### src/rtl/pes_vehicle_detect.sv
//------------------------------------------------------------------------------
// pes_vehicle_detect : loop-detector conditioning and vehicle queue for the farm road.
// Build option: PES_SENSOR_HOLD_EN keeps sensor asserted while the loop is still occupied.
// Revision: 1.0
//------------------------------------------------------------------------------
`default_nettype none

module pes_vehicle_detect #(
  parameter int DEBOUNCE_CYCLES = 8,
  parameter int SERVICE_CYCLES  = 16,
  parameter int CNT_W           = 4
) (
  input  logic             clk,
  input  logic             rst_n,
  input  logic             loop_raw,
  input  logic [2:0]       light_farm,
  output logic             sensor,
  output logic [CNT_W-1:0] vehicle_count,
  output logic             overflow
);

  localparam int DW = (DEBOUNCE_CYCLES > 1) ? $clog2(DEBOUNCE_CYCLES) : 1;
  localparam int SW = (SERVICE_CYCLES > 1) ? $clog2(SERVICE_CYCLES) : 1;

  localparam logic [DW-1:0]    C_DCNT_MAX   = DW'(DEBOUNCE_CYCLES - 1);
  localparam logic [SW-1:0]    C_STIMER_MAX = SW'(SERVICE_CYCLES - 1);
  localparam logic [CNT_W-1:0] C_CNT_MAX    = '1;
  localparam logic [2:0]       C_GREEN      = 3'b001;

  logic             r_sync1;
  logic             r_sync2;
  logic             r_db;
  logic [DW-1:0]    r_dcnt;
  logic [SW-1:0]    r_stimer;
  logic [CNT_W-1:0] r_count;
  logic             r_overflow;
  logic             r_sensor;

  logic             w_db_flip;
  logic             w_db_next;
  logic             w_arrival;
  logic             w_svc_active;
  logic             w_service;
  logic [DW-1:0]    w_dcnt_next;
  logic [SW-1:0]    w_stimer_next;
  logic [CNT_W-1:0] w_count_next;
  logic             w_overflow_next;
  logic             w_sensor_next;

  // Debounce: a level change is accepted only after DEBOUNCE_CYCLES consecutive disagreeing samples.
  always_comb begin
    w_db_flip   = 1'b0;
    w_dcnt_next = '0;
    if (r_sync2 != r_db) begin
      if (r_dcnt == C_DCNT_MAX) begin
        w_db_flip = 1'b1;
      end else begin
        w_dcnt_next = r_dcnt + 1'b1;
      end
    end
  end

  assign w_db_next = w_db_flip ? ~r_db : r_db;
  assign w_arrival = w_db_flip & ~r_db;

  // Service timer runs only while farm is green with vehicles queued.
  assign w_svc_active = (light_farm == C_GREEN) && (r_count != '0);
  assign w_service    = w_svc_active && (r_stimer == C_STIMER_MAX);

  always_comb begin
    w_stimer_next = '0;
    if (w_svc_active && !w_service) begin
      w_stimer_next = r_stimer + 1'b1;
    end
  end

  // Coincident arrival and service cancel; saturated arrivals are dropped and flagged.
  always_comb begin
    w_count_next    = r_count;
    w_overflow_next = r_overflow;
    if (w_arrival && !w_service) begin
      if (r_count == C_CNT_MAX) begin
        w_overflow_next = 1'b1;
      end else begin
        w_count_next = r_count + 1'b1;
      end
    end else if (w_service && !w_arrival) begin
      w_count_next = r_count - 1'b1;
    end
  end

`ifdef PES_SENSOR_HOLD_EN
  assign w_sensor_next = (w_count_next != '0) | w_db_next;
`else
  assign w_sensor_next = (w_count_next != '0);
`endif

  always_ff @(posedge clk or negedge rst_n) begin
    if (!rst_n) begin
      r_sync1    <= 1'b0;
      r_sync2    <= 1'b0;
      r_db       <= 1'b0;
      r_dcnt     <= '0;
      r_stimer   <= '0;
      r_count    <= '0;
      r_overflow <= 1'b0;
      r_sensor   <= 1'b0;
    end else begin
      r_sync1    <= loop_raw;
      r_sync2    <= r_sync1;
      r_db       <= w_db_next;
      r_dcnt     <= w_dcnt_next;
      r_stimer   <= w_stimer_next;
      r_count    <= w_count_next;
      r_overflow <= w_overflow_next;
      r_sensor   <= w_sensor_next;
    end
  end

  assign sensor        = r_sensor;
  assign vehicle_count = r_count;
  assign overflow      = r_overflow;

endmodule

`default_nettype wire

### config.mk
export PLATFORM = sky130hd
export DESIGN_NAME = pes_vehicle_detect
export DESIGN_NICKNAME = d
export VERILOG_FILES = /design/src/rtl/pes_vehicle_detect.sv
export SDC_FILE = /design/constraint.sdc
export NUM_CORES = 1
export LEC_CHECK = 0
export CAP_MARGIN = 30
export CORE_ASPECT_RATIO = 0.7
export CORE_UTILIZATION = 28
export DETAILED_ROUTE_END_ITERATION = 6
export HOLD_SLACK_MARGIN = 0.03
export PLACE_DENSITY = 0.49
export SYNTH_ARGS = -nofsm -noshare
export SYNTH_HDL_FRONTEND = slang
export SYNTH_SLANG_ARGS = --single-unit
### constraint.sdc
create_clock -name clk -period 2.62 [get_ports clk]
set_input_delay 0.262 -clock clk [delete_from_list [all_inputs] [get_ports clk]]
set_output_delay 0.262 -clock clk [all_outputs]
set_load 0.03 [all_outputs]
==> results.md <==
* Clock Root Buffer: clkbuf_8
* Static leakage at 0.438 nW
* DRT Wirelength at 1.43 mm
* Most common flop cell mapped by yosys: dfrtp_1
* Core Region at 2570 sq um
* Initial drt markers at 14
* Worst-margin pin slew at 0.712 ns
* Tcrit/Tclk final at 0.881
* CTS buffer count at 3
* Syn avg cell area at 11.3 sq um
* Area leader, netlist: dfrtp_1
* Postcts setup bufs at 0
* DRC at 0
* Ports at 12
* Power per cell area at 828 nW/um^2
* Type of the worst setup path: reg2reg
* Final Power at 817 uW
* Final WS setup at 0.312 ns
* Sequential area share after synthesis at 0.505
* Congestion Overflow GR at 0
* Endpoints failing hold at 0
* CTS sink cnt at 16
* Yosys top cell area share at 0.505
* Syn-to-layout area delta at 24.4%
* Clock-pin transition on the worst setup and hold timing paths at 0.06 ns
* Crit path launch type: flip-flop
* Worst EP arrival at 2.42 ns
* Worst R2R Setup Slack at 0.31 ns
* Die W at 65.6 um
* Critical path peak fanout at 8
* CP Data Required Time at 2.73 ns
* Dpl hpwl at 1.06 mm
* Setup total negative slack at 0 ns
* Initial antenna violation count at 0
* Final core utilization at 0.384
* Starting Density at 0.309
* Hold_buf cts at 0
* Clock period minus final worst setup slack at 2.31 ns
* YS warnings at 0
* GRT Overall Usage at 0.116
* Largest net degree at the start of global routing at 17
* Hold Path Class: reg2reg
* Placement Setup Slack at 0.356 ns
* Antenna cells at 0
* IO Port Bufs at 11
* Longest Clk Path Bufs at 2
* FFs w/ async S/R, synth at 1.00
* Placer congestion estimate at 0.882
* Drt wl/cell at 12.1 um
* Max cap viols at 0
* Cell area after synthesis at 793 sq um
* First-pass GRT wire length at 2.50 mm
* Final net count at 97
* Unrepaired setup endpoints after global routing: false
* Worst-Skew Late Latency at 0.24 ns
* Max Freq at 0.433 GHz
* Row count at 15
* Die ar. at 3050 sq um
* DIE HEIGHT at 46.5 um
* Synth area leaders: dfrtp_1 (50%), ha_1 (7.9%), xnor2_1 (3.3%)
* Clk_skew at 0.00168 ns
* Post-placement cell area at 946 sq um
* Vias/cell at 4.95
* Fraction of layout cells with a size suffix above 1 at 0.167
* Htree depth at 1
* CTS tree: yes
* Resized cells post-CTS at 0
* Seq cells post-synth at 16
* Via Count at 584
* Synth unique cells at 30
* Syn nets at 81
* Status: completed
* Slew headroom at 0.524
* Crit end category: flip-flop
* Final setup vio count at 0
* Peak VDD IR at 0.000319 V
* Max Slew Vio Count at 0
* First-pass DRT Iterations at 4
* EDFF count, synth at 0
* Design area at 987 sq um
* ANT nets after route at 0
* Vias in the first global route at 532
* Synth Instances at 70
==> cell families after synthesis <==
| group | share of synthesized area |
|---|---|
| buffers and inverters | 0.00947 |
| adder cells (fa/ha/maj) | 0.0789 |
| multiplexers | 0.0268 |
| AND/OR/NAND/NOR | 0.259 |
| flip-flops | 0.505 |
| XOR/XNOR | 0.0331 |
| AO/OA/AOI/OAI | 0.0883 |
==> Yosys cell counts (2+ instances only) <==
cell / number
a21oi_1: 2
a31oi_1: 2
and3_2: 3
dfrtp_1: 16
ha_1: 5
inv_1: 2
nand2_1: 5
nand3_1: 2
nor2_1: 3
nor3_1: 5
nor3b_1: 2
nor4_1: 3
xnor2_1: 3
==> cell type report <==
type                    count  area [sq um]
clock buffers               3          41.3
well taps                  34          42.5
fillers                   257          1580
inverters                   2          7.51
flip-flops and latches     16           400
repair buffers             11           110
multi-input cells          52           385
==> report_power, final <==
part	switching (mW)	leakage [nW]	internal [mW]
Sequential	0.0574	0.206	0.301
Clock	0.0768	0.0216	0.102
Combinational	0.144	0.211	0.137
==> registers in the layout, indices dropped and copies added (netlist names) <==
signal,flops
r_stimer,4
r_sync1,1
overflow,1
r_dcnt,3
r_sync2,1
r_db,1
vehicle_count,4
sensor,1
==> worst max-delay path, stage by stage (launching register included) <==
cell and delay [ns]:
dfrtp_1 0.46, inv_1 0.09, ha_1 0.15, or3b_4 0.39
nand3_1 0.23, mux2i_1 0.25, xnor2_1 0.11, or4_1 0.49
==> metrics by stage <==
stage,instances,hold slack [ns]
after floorplan,70,-0.0336
after global placement,115,0.335
after detailed placement,115,0.336
after CTS,118,0.350
after global routing,118,0.354
final,118,0.347
==> per-layer routing <==
layer | vias to the layer above | wire, um | share of wire | track usage
met5 | - | 0 | 0 | 0
met4 | 0 | 6 | 0.0042 | 0.0391
met3 | 2 | 93 | 0.065 | 0.0520
met2 | 19 | 582 | 0.41 | 0.155
met1 | 272 | 749 | 0.52 | 0.163
li1 | 291 | - | - | -
==> layout by cell type, fill, tap and decap left out, types with 2 or more instances in the layout <==
cell             count
nand2_1              5
a31oi_1              2
nor3b_1              2
ha_1                 5
xnor2_1              3
dfrtp_1             16
nor2_1               3
and3_2               3
nor3_1               5
nor4_1               3
clkbuf_8             3
nand3_1              2
inv_1                2
clkdlybuf4s50_1     11
a21oi_1              2
==> final timing paths <==
path | start | end | depth (start not counted)
min | r_sync1$_DFF_PN0_ | r_sync2$_DFF_PN0_ | 0
max in group asynchronous | rst_n | vehicle_count[0]$_DFF_PN0_ | 1
min in group asynchronous | rst_n | r_dcnt[2]$_DFF_PN0_ | 1
max | vehicle_count[1]$_DFF_PN0_ | sensor$_DFF_PN0_ | 7
max reg2reg | vehicle_count[1]$_DFF_PN0_ | sensor$_DFF_PN0_ | 7
min reg2reg | r_sync1$_DFF_PN0_ | r_sync2$_DFF_PN0_ | 0
No activity file was read; power rests on OpenSTA's default activity.
